### src/rtl/key_logic_debounce.sv
// Key synchroniser and debouncer with a selectable logic function on the clean levels.
// Drives a registered LED plus per-key debounced levels and edge pulses.
module key_logic_debounce #(
  parameter  int NUM_KEYS   = 2,
  parameter  int DEB_CYCLES = 1000000,
  localparam int CNT_W      = $clog2(DEB_CYCLES + 1)
) (
  input  logic                clk,
  input  logic                rst,
  input  logic [NUM_KEYS-1:0] key,
  input  logic [1:0]          mode,
  output logic [NUM_KEYS-1:0] key_stable,
  output logic [NUM_KEYS-1:0] key_rise,
  output logic [NUM_KEYS-1:0] key_fall,
  output logic                led
);

  localparam logic [CNT_W-1:0] CNT_MAX = CNT_W'(DEB_CYCLES - 1);
  localparam logic [CNT_W-1:0] CNT_ONE = CNT_W'(1);

  logic [NUM_KEYS-1:0] sync1;
  logic [NUM_KEYS-1:0] key_sync;
  logic [CNT_W-1:0]    cnt [NUM_KEYS];
  logic                led_next;

  always_ff @(posedge clk) begin
    if (rst) begin
      sync1    <= '0;
      key_sync <= '0;
    end else begin
      sync1    <= key;
      key_sync <= sync1;
    end
  end

  // A level is accepted only after DEB_CYCLES consecutive mismatches;
  // any agreement in between restarts the count.
  always_ff @(posedge clk) begin
    if (rst) begin
      key_stable <= '0;
      key_rise   <= '0;
      key_fall   <= '0;
      for (int i = 0; i < NUM_KEYS; i++) begin
        cnt[i] <= '0;
      end
    end else begin
      for (int i = 0; i < NUM_KEYS; i++) begin
        key_rise[i] <= 1'b0;
        key_fall[i] <= 1'b0;
        if (key_sync[i] == key_stable[i]) begin
          cnt[i] <= '0;
        end else if (cnt[i] == CNT_MAX) begin
          cnt[i]        <= '0;
          key_stable[i] <= key_sync[i];
          key_rise[i]   <= key_sync[i];
          key_fall[i]   <= ~key_sync[i];
        end else begin
          cnt[i] <= cnt[i] + CNT_ONE;
        end
      end
    end
  end

  always_comb begin
    led_next = 1'b0;
    unique case (mode)
      2'b00: led_next = &key_stable;
      2'b01: led_next = |key_stable;
      2'b10: led_next = ^key_stable;
      2'b11: led_next = ~&key_stable;
    endcase
  end

  always_ff @(posedge clk) begin
    if (rst) begin
      led <= 1'b0;
    end else begin
      led <= led_next;
    end
  end

endmodule

### config.mk
export PLATFORM = sky130hd
export DESIGN_NAME = key_logic_debounce
export DESIGN_NICKNAME = d
export VERILOG_FILES = /design/src/rtl/key_logic_debounce.sv
export SDC_FILE = /design/constraint.sdc
export NUM_CORES = 1
export LEC_CHECK = 0
export ABC_AREA = 1
export BUFFER_PORTS_ARGS = -buffer_cell sky130_fd_sc_hd__buf_4
export CAP_MARGIN = 20
export CORE_MARGIN = 1.5
export CORE_UTILIZATION = 45
export CTS_CLUSTER_DIAMETER = 150
export DETAILED_ROUTE_END_ITERATION = 8
export PLACE_DENSITY = 0.6
export REMOVE_ABC_BUFFERS = 1
export SYNTH_ARGS = -nofsm -noshare
export SYNTH_HDL_FRONTEND = slang
export SYNTH_SLANG_ARGS = --single-unit
### constraint.sdc
create_clock -name clk -period 2.3 [get_ports clk]
set_clock_uncertainty 0.1 [all_clocks]
set_input_delay 0.23 -clock clk [delete_from_list [all_inputs] [get_ports clk]]
set_output_delay 0.23 -clock clk [all_outputs]
set_load 0.05 [all_outputs]
==> metrics list, run 1 <==
* Result of the run: complete, no violations
* Critical Path RT: 2280 ps
* Sequential standard cell area: 1420 sq um
* R2R Path Start: cnt[0][0]$_SDFFCE_PN0P_
- Commonest register cell after synthesis: sky130_fd_sc_hd__edfxtp_1
* Resized Gates After CTS: 0
* Number of clock sinks: 51
- Post-synth design cell area: 2910 sq um
- Kind of end point of the critical path: flop
- Cell at the slowest stage of the critical path: sky130_fd_sc_hd__edfxtp_1
* Diodes inserted: 0
- RePlAce Congestion: 0.849
- Count of state elements after synthesis: 51
- After detailed routing, the average wire length per cell comes to 11.3 um.
* Die width: 83.5 um
- The wire-length estimate of the detail-placed layout is 4270 um.
- Fill cell count: 623
* Global route total overflow: 0
- The number of cells on the worst reg-to-reg path is 8.
* Average instance area after synthesis: 8.16 sq um
- In this run the static leakage power is 1.30 nW.
- Inserted Clock Buffers: 5
- Subtracting the final worst setup slack from the clock period gives 1740 ps.
- Deepest clock path buffer count: 2
- Cell at the root of the clock tree: sky130_fd_sc_hd__clkbuf_8
- Area occupied by multi-input gates: 1480 sq um
- Signed area change from the synthesized netlist to the final layout: 14.9%
* Count of flip-flops with a built-in enable after synthesis: 40
* Worst Slack Setup Final: 564 ps
* DRC Markers: 0
- The worst setup path is of the reg -> reg kind.
- FMAX: 576 MHz
- The first routing iteration left 106 violations.
* Ratio of routed vias to standard cells: 4.59
- The number of global-route vias before repair is 2078.
- Worst Hold Class: in -> reg
- Initial core utilization: 46.1%
- Of the available clock period, the critical path in the final layout requires 75.5%.
- First-pass GRT wire length: 9590 um
* Maximum fanout along the worst path: 4
- Synth area leaders: sky130_fd_sc_hd__edfxtp_1 (41%), sky130_fd_sc_hd__nor2_1 (11%), sky130_fd_sc_hd__nand2_1 (10%)
- Counting every instance in the synthesized netlist gives 357.
* Clock slew seen by the registers of the worst setup and hold paths: 100 ps
- Vias post-DR: 2252
* Endpoint of the worst register-to-register path: cnt[0][16]$_SDFFCE_PN0P_
* Largest stage delay on the critical path: 390 ps
* Final number of setup-violating endpoints: 0
- Hold is met by 11.3 ps.
* Proportion of register bits with asynchronous set or reset after synthesis: 0%
- Cell chain of the critical path: ha_1 -> nand3_2 -> nor2_1 -> nand3_1 -> nor2_1 -> nor2_1 -> nand2_1 -> inv_1
- The floorplan has 29 rows.
- Among all cell types in the netlist, the one instantiated most often is sky130_fd_sc_hd__nor2_1.
- Max-cap violations in this run came to 0.
- The placed instances occupy a cell area of 3220 sq um.
* Warning count from the yosys run: 0
- Setup repair after global routing missed its margin: false
- Worst voltage drop across the vdd grid: 0.325 mV
- For hold timing, the worst endpoint is sync1[0]$_SDFF_PP0_.
- Detailed-routing iteration count for the pre-antenna-repair pass: 9
- Buffer count from post-CTS setup fixing: 0
- Total die area: 6960 sq um
- Setup Total Neg Slack: 0 ps
- Initial antenna violation count: 0
- Count of distinct cell types in the synthesized netlist: 30
- The clock reaches the later pin of the worst-skew pair after 310 ps.
- The clock network is responsible for 36.1% of the overall power.
* Share of post-route cells with drive strength above 1: 9.18%
* Number of levels in the clock H-tree: 2
- Final hold viol count: 0
- Worst reg2reg setup slack: 560 ps
- The die is 83.5 um tall.
* Power density relative to cell area: 544 nW/um^2
- In the global route stage, overall resource usage came out at 17.3%.
- Net switching fraction of the power: 22.4%
- Leading area contributor after synthesis: sky130_fd_sc_hd__edfxtp_1
- Fin area: 3350 sq um
- Internal power comes to 0.00141 W.
- Part of the power in combinational logic: 5.6%
- For this block, the routed nets add up to 5540 um of wire.
- Hold repair after CTS inserted 0 buffers.
- The startpoint identified for the worst hold timing path is rst.
- PortBufs: 12
* Critical path's most frequent cell: sky130_fd_sc_hd__nor2_1
- Along the worst hold path, the cell count comes to 2.
- Data on the critical path arrives at its endpoint at 1710 ps.
- Num ports: 13
* Top cell types by occurrence after synthesis: sky130_fd_sc_hd__nor2_1 (88), sky130_fd_sc_hd__nand2_1 (80), sky130_fd_sc_hd__edfxtp_1 (40)
* Number of nets in the final layout: 423
- Pin count of the biggest net entering global routing: 20
- Critical path startpoint category: flop
- After floorplanning, the core was sized to cover 6310 sq um.
* Switching power total: 0.000408 W
- Registers are responsible for 58.4% of the overall power.
- Count of final max-slew check failures: 0
* CTS tree: done
- Prior to clock tree synthesis, the placed netlist has a worst setup slack of 565 ps.
* Number of nets with antenna violations after detailed routing: 0
* Seq/Total Area, Yosys: 48.8%
- Area share of the largest cell type after synthesis: 41.2%
stage by stage:
step / util [%] / power, W / std cells
after global placement: 51.1 / 0.00118 / 483
after floorplan: - / 0.00115 / 394
after CTS: 53.0 / 0.00184 / 491
final: 53.0 / 0.00182 / 491
after global routing: 53.0 / 0.00189 / 491
after detailed placement: 51.1 / 0.00118 / 483
flip-flops by register name, summed over array words and instances, names as in the netlist:
| signal | flops |
|---|---|
| cnt | 40 |
| key_fall | 2 |
| key_rise | 2 |
| key_stable | 2 |
| key_sync | 2 |
| led | 1 |
| sync1 | 2 |
final cells by class:
class                           count  area share [%]
Multi-Input combinational cell    307            44.2
Inverter                           36            4.04
Tap cell                           77            2.88
Timing Repair Buffer               12            2.69
Clock buffer                        8            3.66
Sequential cell                    51            42.5
routing by layer:
| layer | wire (um) | global-route usage, % | share of wire, % | vias to the layer above |
|---|---|---|---|---|
| met3 | 168 | 3.26 | 3.0 | 6 |
| met1 | 3090 | 26.2 | 56 | 998 |
| met5 | 0 | 0 | 0 | - |
| li1 | - | - | - | 1222 |
| met4 | 78 | 5.81 | 1.4 | 0 |
| met2 | 2200 | 24.9 | 40 | 26 |
critical path: cells and delay by family (launching register included):
kind	cells	cell delay (ps)
adders and majority gates	1	210
buffers and inverters	1	40
DFF	1	390
and+or+nand+nor	6	780
worst max path at each step:
| stage | start | end | slack [ps] | depth (start not counted) |
|---|---|---|---|---|
| 2_1_floorplan | key_stable[1]$_SDFFE_PP0P_ | cnt[1][10]$_SDFFCE_PN0P_ | 660 | 5 |
| 3_3_place_gp | cnt[1][0]$_SDFFCE_PN0P_ | cnt[1][10]$_SDFFCE_PN0P_ | 570 | 7 |
| 3_5_place_dp | cnt[0][0]$_SDFFCE_PN0P_ | cnt[0][18]$_SDFFCE_PN0P_ | 560 | 6 |
| 4_1_cts | cnt[0][0]$_SDFFCE_PN0P_ | cnt[0][7]$_SDFFCE_PN0P_ | 560 | 6 |
| 5_1_grt | cnt[1][0]$_SDFFCE_PN0P_ | cnt[1][18]$_SDFFCE_PN0P_ | 390 | 8 |
| 6_report | cnt[0][0]$_SDFFCE_PN0P_ | cnt[0][16]$_SDFFCE_PN0P_ | 560 | 8 |
power by group through the flow:
stage | clock network [W] | registers [W] | logic (W)
after floorplan | 0 | 0.00107 | 0.0000743
after global placement | 0 | 0.00108 | 0.0000996
after detailed placement | 0 | 0.00108 | 0.000100
after CTS | 0.000675 | 0.00106 | 0.000101
after global routing | 0.000706 | 0.00107 | 0.000119
final | 0.000656 | 0.00106 | 0.000102
cell usage in the layout, fill, tap and decap left out:
| cell type | Yosys | routed |
|---|---|---|
| sky130_fd_sc_hd__o21a_1 | 1 | 1 |
| sky130_fd_sc_hd__xnor2_1 | 9 | 9 |
| sky130_fd_sc_hd__o21bai_1 | 3 | 3 |
| sky130_fd_sc_hd__nand3_2 | 2 | 2 |
| sky130_fd_sc_hd__clkbuf_16 | 0 | 2 |
| sky130_fd_sc_hd__nor2_2 | 7 | 7 |
| sky130_fd_sc_hd__nand3_1 | 18 | 18 |
| sky130_fd_sc_hd__nand2_2 | 3 | 3 |
| sky130_fd_sc_hd__o21ai_0 | 2 | 2 |
| sky130_fd_sc_hd__inv_1 | 35 | 35 |
| sky130_fd_sc_hd__edfxtp_1 | 40 | 40 |
| sky130_fd_sc_hd__conb_1 | 1 | 40 |
| sky130_fd_sc_hd__or2_2 | 1 | 1 |
| sky130_fd_sc_hd__clkbuf_8 | 0 | 5 |
| sky130_fd_sc_hd__o211ai_1 | 1 | 1 |
| sky130_fd_sc_hd__nand3b_1 | 6 | 6 |
| sky130_fd_sc_hd__a21oi_1 | 13 | 13 |
| sky130_fd_sc_hd__and2_1 | 2 | 2 |
| sky130_fd_sc_hd__buf_4 | 0 | 12 |
| sky130_fd_sc_hd__nor3_4 | 1 | 1 |
| sky130_fd_sc_hd__ha_1 | 4 | 4 |
| sky130_fd_sc_hd__nand2_1 | 80 | 80 |
| sky130_fd_sc_hd__inv_2 | 1 | 1 |
| sky130_fd_sc_hd__nor2_1 | 88 | 88 |
| sky130_fd_sc_hd__nand2_4 | 2 | 2 |
| sky130_fd_sc_hd__clkbuf_1 | 0 | 1 |
| sky130_fd_sc_hd__nand4_1 | 5 | 5 |
| sky130_fd_sc_hd__dfxtp_1 | 11 | 11 |
| sky130_fd_sc_hd__nor3_1 | 3 | 3 |
| sky130_fd_sc_hd__or2_0 | 2 | 2 |
| sky130_fd_sc_hd__and2_4 | 1 | 1 |
| sky130_fd_sc_hd__nor3_2 | 1 | 1 |
| sky130_fd_sc_hd__xor2_1 | 12 | 12 |
logic make-up after synthesis:
kind of cell,count (synthesis),synth area share (%)
simple gates,222,33.8
flops,51,48.8
buf+inv,38,5.41
xor+xnor,21,6.31
compound gates,20,3.87
fa+ha+maj,4,1.72
other cells,1,0.129
Note: power is estimated with default switching activity, not from simulation.
==> inputs of run 2 (changes only) <==
- PLACE_DENSITY: 0.6 -> 0.63
- clock period: 2.3 -> 1.5 ns (I/O delays scaled with it)
==> metrics list, run 2 (synthesized netlist as in run 1, its figures left out) <==
- VDD sags by at most 0.575 mV.
* Clock Latency Late Sink: 320 ps
* Final number of setup-violating endpoints: 44
- Counting tap cells, the placed design contains a total of 549 instances.
* Pin count of the biggest net entering global routing: 19
- Final wirelength: 8390 um
- At the end of routability-driven placement, the weighted congestion stood at 0.885.
- Registers are responsible for 56.5% of the overall power.
- 0 antenna diodes ended up in the layout.
* Internal power summed over all cells: 0.00208 W
- Critical Path RT: 1470 ps
* CTS tree: done
- Kind of end point of the critical path: flop
- In this run switching power makes up 27.1% of total power.
- Inserted Clock Buffers: 5
- The library cells used most frequently in the layout, excluding fill and tap cells, are sky130_fd_sc_hd__buf_4 (88), sky130_fd_sc_hd__nand2_1 (73), sky130_fd_sc_hd__nor2_1 (50).
- Along the worst path, the maximum fanout reaches 6.
* Type of the worst setup path: reg -> reg
- Number of nets with antenna violations after detailed routing: 0
- The filler cells instantiated in the layout total 420.
* Deepest clock path buffer count: 2
- Chip height: 83.5 um
- Final hold analysis gives a worst-case slack of 8.52 ps.
* Global route total overflow: 0
* Num ports: 13
- Port buffering added 12 buffers.
* Half-perimeter wire length after detailed placement: 4740 um
* Total die area: 6960 sq um
- Cell Count, Final, Fillers Out: 585
- Number of flip-flops under the largest register name: 40
* FMAX: 568 MHz
- Initial core utilization: 46.1%
- The net count of the finished layout is 517.
- In this run, the clock network consumes 30.8% of the power.
- The total area inside the core boundary comes to 6310 sq um.
- The checks that failed: negative setup slack.
- Final hold viol count: 0
- Switching power total: 0.000776 W
- Using the TritonRoute via totals, the vias-per-cell ratio works out to 4.91.
* Number of global-route vias before repair: 2964
* Worst Slack Setup Final: -260 ps
- Cells with a size suffix above 1 make up 40.4% of the layout.
- Data arrival time of the critical path: 1730 ps
- More flip-flops sit in one register than any other, and that register is cnt.
- Die width: 83.5 um
* Signed area change from the synthesized netlist to the final layout: 58.7%
- Most frequent standard cell in the layout excluding fill and tap cells: sky130_fd_sc_hd__buf_4
- After detailed routing, the average wire length per cell comes to 14.3 um.
* DRC Markers: 0
- Cell at the root of the clock tree: sky130_fd_sc_hd__clkbuf_8
- Portion of the clock cycle consumed by the worst path in the final layout: 117%
* Number of clock sinks: 51
* Clock slew seen by the registers of the worst setup and hold paths: 120 ps
- Worst Hold Class: in -> reg
* Vias post-DR: 2871
- Per report_power, the combinational group accounts for 12.6% of the total.
- DR iter-0 viols: 117
- Global routing used 23.3% of the available tracks.
* Time the final worst path needs with I/O delays and setup: 1760 ps
- Initial antenna violation count: 0
* Result of the run: complete, but fails checks
- STA classifies the critical path startpoint as a flop.
- Detailed-routing iteration count for the pre-antenna-repair pass: 4
- The first global-routing pass estimated 13100 um of wire.
- Number of levels in the clock H-tree: 2
- Pleak: 1.83 nW
- Across the run, the number of max-cap violations was 0.
* Count of final max-slew check failures: 0
* Setup repair after global routing missed its margin: true
* Core Rows: 29
- Power density relative to cell area: 619 nW/um^2
run 2: changes by cell type in the layout (fill, tap and decap cells not counted), sizes merged:
cell	delta
buf	+84
clkbuf	-3
clkinv	+2
clkinvlp	+1
dlygate4sd3	+4
nand2	+6
run 2: worst paths after layout:
check	slack, ps	start	depth (start not counted)	endpoint
setup / recovery	-260	cnt[1][12]$_SDFFCE_PN0P_	8	cnt[1][11]$_SDFFCE_PN0P_
hold / removal	9	rst	4	key_stable[1]$_SDFFE_PP0P_
setup reg to reg	-260	cnt[1][12]$_SDFFCE_PN0P_	8	cnt[1][11]$_SDFFCE_PN0P_
hold reg to reg	310	sync1[1]$_SDFF_PP0_	2	key_sync[1]$_SDFF_PP0_
run 2: timing repair:
action,CTS,global route
hold buffers,4,0
gates cloned,5,1
setup buffers,14,9
endpoints found under the setup margin,44,45
hold endpoints to repair,5,0
pin swaps,33,35
gates resized for setup,67,60
run 2: layer usage:
layer  global-route usage [%]  share of wire, %  up-vias
met5                        0                 0        -
met4                     6.26               1.8        0
met1                     29.8                43     1352
met2                     41.4                51       82
met3                     3.26               4.6       17
li1                         -                 -     1420
run 2: power groups by stage:
stage	sequential, W	combinational [W]	clock [W]
2_1_floorplan	0.00165	0.000114	0
3_3_place_gp	0.00164	0.000241	0
3_5_place_dp	0.00164	0.000244	0
4_1_cts	0.00161	0.000307	0.000882
5_1_grt	0.00162	0.000395	0.000921
6_report	0.00162	0.000362	0.000882
run 2: layout make-up:
cell class | instances | area, sq um | area share (%)
multi-input combinational | 313 | 2070 | 44.7
sequential | 51 | 1420 | 30.8
timing repair buffer | 100 | 800 | 17.3
inverter | 36 | 139 | 3.00
tap | 77 | 96.3 | 2.08
clock buffer | 5 | 68.8 | 1.49
clock inverter | 3 | 28.8 | 0.623
run 2: critical path: stages, from the launching register on:
cell                       delay, ps
sky130_fd_sc_hd__edfxtp_1        430
sky130_fd_sc_hd__inv_1            80
sky130_fd_sc_hd__nand2_1          50
sky130_fd_sc_hd__nor2_1          170
sky130_fd_sc_hd__nand2_1         140
sky130_fd_sc_hd__nor2_4          190
sky130_fd_sc_hd__nand2_8         150
sky130_fd_sc_hd__nand2_8         150
sky130_fd_sc_hd__nor2_2           40
run 2: stage by stage:
step                setup slack, ps  cell area [sq um]  total power [W]  TNS [ps]  util, %
finish                         -260               4620          0.00286     -8030     73.2
global route                   -309               4620          0.00294    -10630     73.2
CTS                            -130               4320          0.00280     -3460     68.4
detailed placement             -192               3720          0.00189     -6540     58.9
global placement               -154               3720          0.00188     -4890     58.9
floorplan                      -137               3040          0.00176     -3430        -
